===== config.mk =====
export PLATFORM = sky130hd
export DESIGN_NAME = regfile_mp_bypass
export DESIGN_NICKNAME = d
export VERILOG_FILES = /design/src/rtl/regfile_mp_bypass.sv
export SDC_FILE = /design/constraint.sdc
export NUM_CORES = 2
export LEC_CHECK = 0
export CAP_MARGIN = 30
export CORE_AREA = 2 2 475 477
export DETAILED_ROUTE_END_ITERATION = 16
export DIE_AREA = 0 0 477 479
export GPL_TIMING_DRIVEN = 0
export PLACE_DENSITY = 0.46
export SLEW_MARGIN = 20
export SYNTH_ARGS = -nofsm -noshare
export SYNTH_HDL_FRONTEND = slang
export SYNTH_SLANG_ARGS = --single-unit

===== constraint.sdc =====
create_clock -name iClk -period 7.3 [get_ports iClk]
set_clock_uncertainty 0.05 [all_clocks]
set_input_delay 2.19 -clock iClk [delete_from_list [all_inputs] [get_ports iClk]]
set_output_delay 2.19 -clock iClk [all_outputs]
set_load 0.02 [all_outputs]

===== src/rtl/regfile_mp_bypass.sv =====
// regfile_mp_bypass: multi-read, dual-write register file with write bypass and pending scoreboard
module regfile_mp_bypass #(
  parameter int DATA_WIDTH = 32,
  parameter int ADDR_WIDTH = 5,
  parameter int NUM_RD = 2,
  parameter int ZERO_REG = 1
) (
  input  logic                         iClk,
  input  logic                         iRst,
  input  logic [NUM_RD*ADDR_WIDTH-1:0] iAddrRd,
  input  logic [NUM_RD-1:0]            iEnRd,
  output logic [NUM_RD*DATA_WIDTH-1:0] oDataRd,
  output logic [NUM_RD-1:0]            oPendRd,
  input  logic                         iEnWr0,
  input  logic [ADDR_WIDTH-1:0]        iAddrWr0,
  input  logic [DATA_WIDTH-1:0]        iDataWr0,
  input  logic                         iEnWr1,
  input  logic [ADDR_WIDTH-1:0]        iAddrWr1,
  input  logic [DATA_WIDTH-1:0]        iDataWr1,
  input  logic                         iSetPend,
  input  logic [ADDR_WIDTH-1:0]        iAddrPend,
  output logic [ADDR_WIDTH:0]          oPendCount
);
  localparam int DEPTH = 1 << ADDR_WIDTH;
  logic [DATA_WIDTH-1:0] mem [DEPTH];
  logic [DEPTH-1:0] pend, pend_n;
  logic [ADDR_WIDTH:0] cnt_n;
  logic [DATA_WIDTH-1:0] rd_val [NUM_RD];
  logic [NUM_RD-1:0] rd_pnd;
  logic wr0_ok, wr1_ok;

  function automatic logic is_zero(input logic [ADDR_WIDTH-1:0] a);
    return ZERO_REG != 0 && a == '0;
  endfunction

  assign wr0_ok = iEnWr0 && !is_zero(iAddrWr0);
  assign wr1_ok = iEnWr1 && !is_zero(iAddrWr1);

  // a set in the same cycle as a retire wins: a new producer has been issued
  always_comb begin
    pend_n = pend;
    if (iEnWr0) pend_n[iAddrWr0] = 1'b0;
    if (iEnWr1) pend_n[iAddrWr1] = 1'b0;
    if (iSetPend) pend_n[iAddrPend] = 1'b1;
    if (ZERO_REG != 0) pend_n[0] = 1'b0;
  end

  always_comb begin
    cnt_n = '0;
    for (int r = 0; r < DEPTH; r++) cnt_n = cnt_n + {{ADDR_WIDTH{1'b0}}, pend_n[r]};
  end

  for (genvar k = 0; k < NUM_RD; k++) begin : g_rd
    logic [ADDR_WIDTH-1:0] a;
    assign a = iAddrRd[k*ADDR_WIDTH +: ADDR_WIDTH];
    assign rd_val[k] = is_zero(a) ? '0 :
                       (iEnWr1 && iAddrWr1 == a) ? iDataWr1 :
                       (iEnWr0 && iAddrWr0 == a) ? iDataWr0 : mem[a];
    assign rd_pnd[k] = pend_n[a];
  end

  always_ff @(posedge iClk) begin
    if (iRst) begin
      for (int r = 0; r < DEPTH; r++) mem[r] <= '0;
      pend <= '0;
      oDataRd <= '0;
      oPendRd <= '0;
      oPendCount <= '0;
    end else begin
      if (wr0_ok) mem[iAddrWr0] <= iDataWr0;
      if (wr1_ok) mem[iAddrWr1] <= iDataWr1;
      pend <= pend_n;
      oPendCount <= cnt_n;
      for (int k = 0; k < NUM_RD; k++) begin
        if (iEnRd[k]) begin
          oDataRd[k*DATA_WIDTH +: DATA_WIDTH] <= rd_val[k];
          oPendRd[k] <= rd_pnd[k];
        end
      end
    end
  end
endmodule

==> impl_metrics.csv <==
group,metric,value,unit
yosys,ys_seq_area_share,51.0,%
sta,fin_crit_sh,98.2,%
sta,finalSetupViolations,0,
pwr,ir_worst_vdd,0.165,mV
clocking,cts_buffers,138,
setup_path,crit_fanout,8,
clocking,cts_htree_levels,4,
global_routing,antenna_found_initial,16,
die,io_pins,168,
pwr,fin_total_pwr,17.1,mW
yosys,synth_seq_cells,1127,
yosys,ys_types,79,
global_routing,grt_pass1_vias,48044,
global_routing,grt_pass1_wl,426000,µm
setup_path,cp-start-kind,"input port",
pwr,p_leak,25.1,nW
global_routing,grt_max_degree,31,
yosys,synth_cells,4330,
routing,drt-vias-per-instance,6.36,
placement,place.gp.congestion,0.927,
global_routing,grt_overflow,0,
setup_path,arrival,7.76,ns
yosys,synth-edff-count,1024,
routing,vias,49973,
placement,port_buffers,91,
clocking,clk_latency,0.81,ns
clocking,clock_sinks,1127,
finish,fillers,21799,
yosys,yosys_warnings,0,
yosys,synth_ff_type,"edfxtp_1",
sta,whs,0.452,ns
yosys,async_flop_share,0,%
worst_hold_path,hold_class,"flop to flop",
routing,wire_per_inst,40.9,µm
sta,tns,0,ns
sta,hold_viol_final,0,
status,status,"complete, no violations",
finish,drive_gt1_share,27.8,%
routing,drtIter0Drc,7436,
pwr,p_per_area,225,nW/µm²
finish,fin_cells,7862,
global_routing,gr-usage-all-layers,27.5,%
clocking,cts-root-buf,"clkbuf_16",
sta,maxSlewViolCount,0,
die,num_rows,174,
die,core,224000,µm²
die,die_area,228000,µm²
die,die_y,479,µm
finish,area_growth,18.1,%
routing,antenna_left,0,
finish,mostFrequentLayoutCells,"1024 x edfxtp_1, 992 x a22o_1, 642 x mux4_2, 418 x clkbuf_1, 146 x nor2_1",
die,initial_utilization,28.8,%
sta,tightest_slew,1.17,ns
finish,nets,4872,
run,maxCapViolCount,0,
clocking,tritoncts,"built",
sta,slew-limit-headroom,21.4,%
routing,remaining_drc_errors,0,
sta,fmax,140,MHz
setup_path,crit_path_end_kind,"flop",
finish,mostFrequentLayoutCell,"edfxtp_1",
clocking,clockBufferDepth,3,
sta,min_period,7.17,ns
placement,post-place-cells,7542,
yosys,syn-mean-instance-area,14.9,µm²
yosys,netlist_area,64400,µm²
setup_path,crit_required,7.90,ns
routing,dr.pass1.iters,8,
setup_path,path_class,"input port to flop",
placement,place_hpwl,239000,µm
clocking,clk_pin_slew,0.05,ns
routing,routed_wl,322000,µm
die,die_width,477,µm
## kinds of logic (layout without fill, tap and decap cells)
| logic type | count (synthesis) | in the layout | share of synthesized area (%) |
|---|---|---|---|
| mux | 648 | 648 | 22.6 |
| xor+xnor | 23 | 23 | 0.313 |
| compound gates | 1280 | 1280 | 16.3 |
| fa+ha+maj | 30 | 30 | 0.851 |
| other cells | 1 | 46 | 0.00582 |
| simple gates | 494 | 494 | 4.14 |
| flops | 1127 | 1127 | 51.0 |
| buf+inv | 727 | 1222 | 4.86 |
## metal layers
metal / track usage [%] / vias up / share of wire, %
met5: 0 / - / 0.032
met4: 12.2 / 18 / 5.3
met3: 8.13 / 709 / 12
met2: 41.6 / 3755 / 44
met1: 36.3 / 26527 / 39
li1: - / 18964 / -
## path summary, 6_finish.rpt
path                           start  cells past startpoint                  endpoint  slack (ns)
setup / recovery         iAddrWr1[2]                     22  oPendCount[4]$_SDFF_PP0_        0.13
hold / removal    pend[4]$_SDFF_PP0_                      2        pend[4]$_SDFF_PP0_        0.45
hold reg to reg   pend[4]$_SDFF_PP0_                      2        pend[4]$_SDFF_PP0_        0.45
setup reg to reg  pend[1]$_SDFF_PP0_                     18  oPendCount[4]$_SDFF_PP0_        2.22
## per-stage QoR
stage | instance area, µm² | setup slack (ns) | utilization, %
after global placement | 69200 | -1.63 | 31.0
after CTS | 75900 | 0.00562 | 33.9
final | 76100 | 0.135 | 34.0
after detailed placement | 71000 | -1.69 | 31.8
after floorplan | 64600 | -0.215 | -
after global routing | 76000 | -0.00125 | 34.0
## cells in the mapped netlist (all sizes together), types with 11 or more instances
master / count / area [µm²]
dfxtp: 103 / 2060
or3: 96 / 601
a21oi: 156 / 803
nor2: 158 / 598
o22ai: 65 / 407
nand3: 20 / 110
nor2b: 72 / 450
nand3b: 18 / 135
fa: 23 / 460
buf: 269 / 1410
o221ai: 14 / 135
a22o: 992 / 8690
or3b: 11 / 98.8
edfxtp: 1024 / 30700
inv: 40 / 150
nand2: 40 / 155
xor2: 19 / 166
o221a: 14 / 158
clkbuf: 418 / 1570
nor3: 37 / 185
mux4: 642 / 14500
## cell type report
class | instances | area (µm²) | share of cell area, %
multi-input combinational | 2507 | 29200 | 38.3
timing repair buffer | 245 | 2750 | 3.62
clock inverter | 54 | 380 | 0.500
inverter | 40 | 150 | 0.197
tap | 2992 | 3740 | 4.92
buffer | 687 | 3110 | 4.09
antenna | 14 | 35.0 | 0.0461
clock buffer | 196 | 3920 | 5.15
sequential | 1127 | 32800 | 43.1
## power breakdown
| group | switching, mW | leakage, nW | internal [mW] |
|---|---|---|---|
| combinational | 1.60 | 12.4 | 1.05 |
| clock | 2.98 | 2.11 | 3.88 |
| sequential | 0.189 | 10.6 | 7.43 |
## registers in the layout (all words and copies together) (netlist names)
| name | count |
|---|---|
| oDataRd | 64 |
| mem | 1024 |
| pend | 31 |
| oPendRd | 2 |
| oPendCount | 6 |
## worst max-delay path, stage by stage
cell and delay [ns]:
buf_6 0.10, buf_6 0.12, buf_12 0.12, or3b_1 0.35, buf_2 0.22, o221a_2 0.28, a21oi_4 0.16, fa_1 0.45
fa_1 0.50, fa_1 0.55, inv_1 0.05, fa_1 0.58, fa_1 0.44, fa_1 0.47, fa_2 0.36, inv_2 0.07
fa_2 0.19, inv_1 0.04, a21o_1 0.16, a21oi_2 0.13, xor2_1 0.17, nor2_1 0.06
## timing repair
item / in CTS / in global routing
endpoints found under the setup margin: 6 / 2
buffers inserted: 42 / 6
cloned: 1 / 0
resized for setup: 83 / 14
hold endpoints to repair: 0 / 0
pin swaps: 20 / 12
hold buffers: 0 / 0
Power figures use the tool's default switching activity.
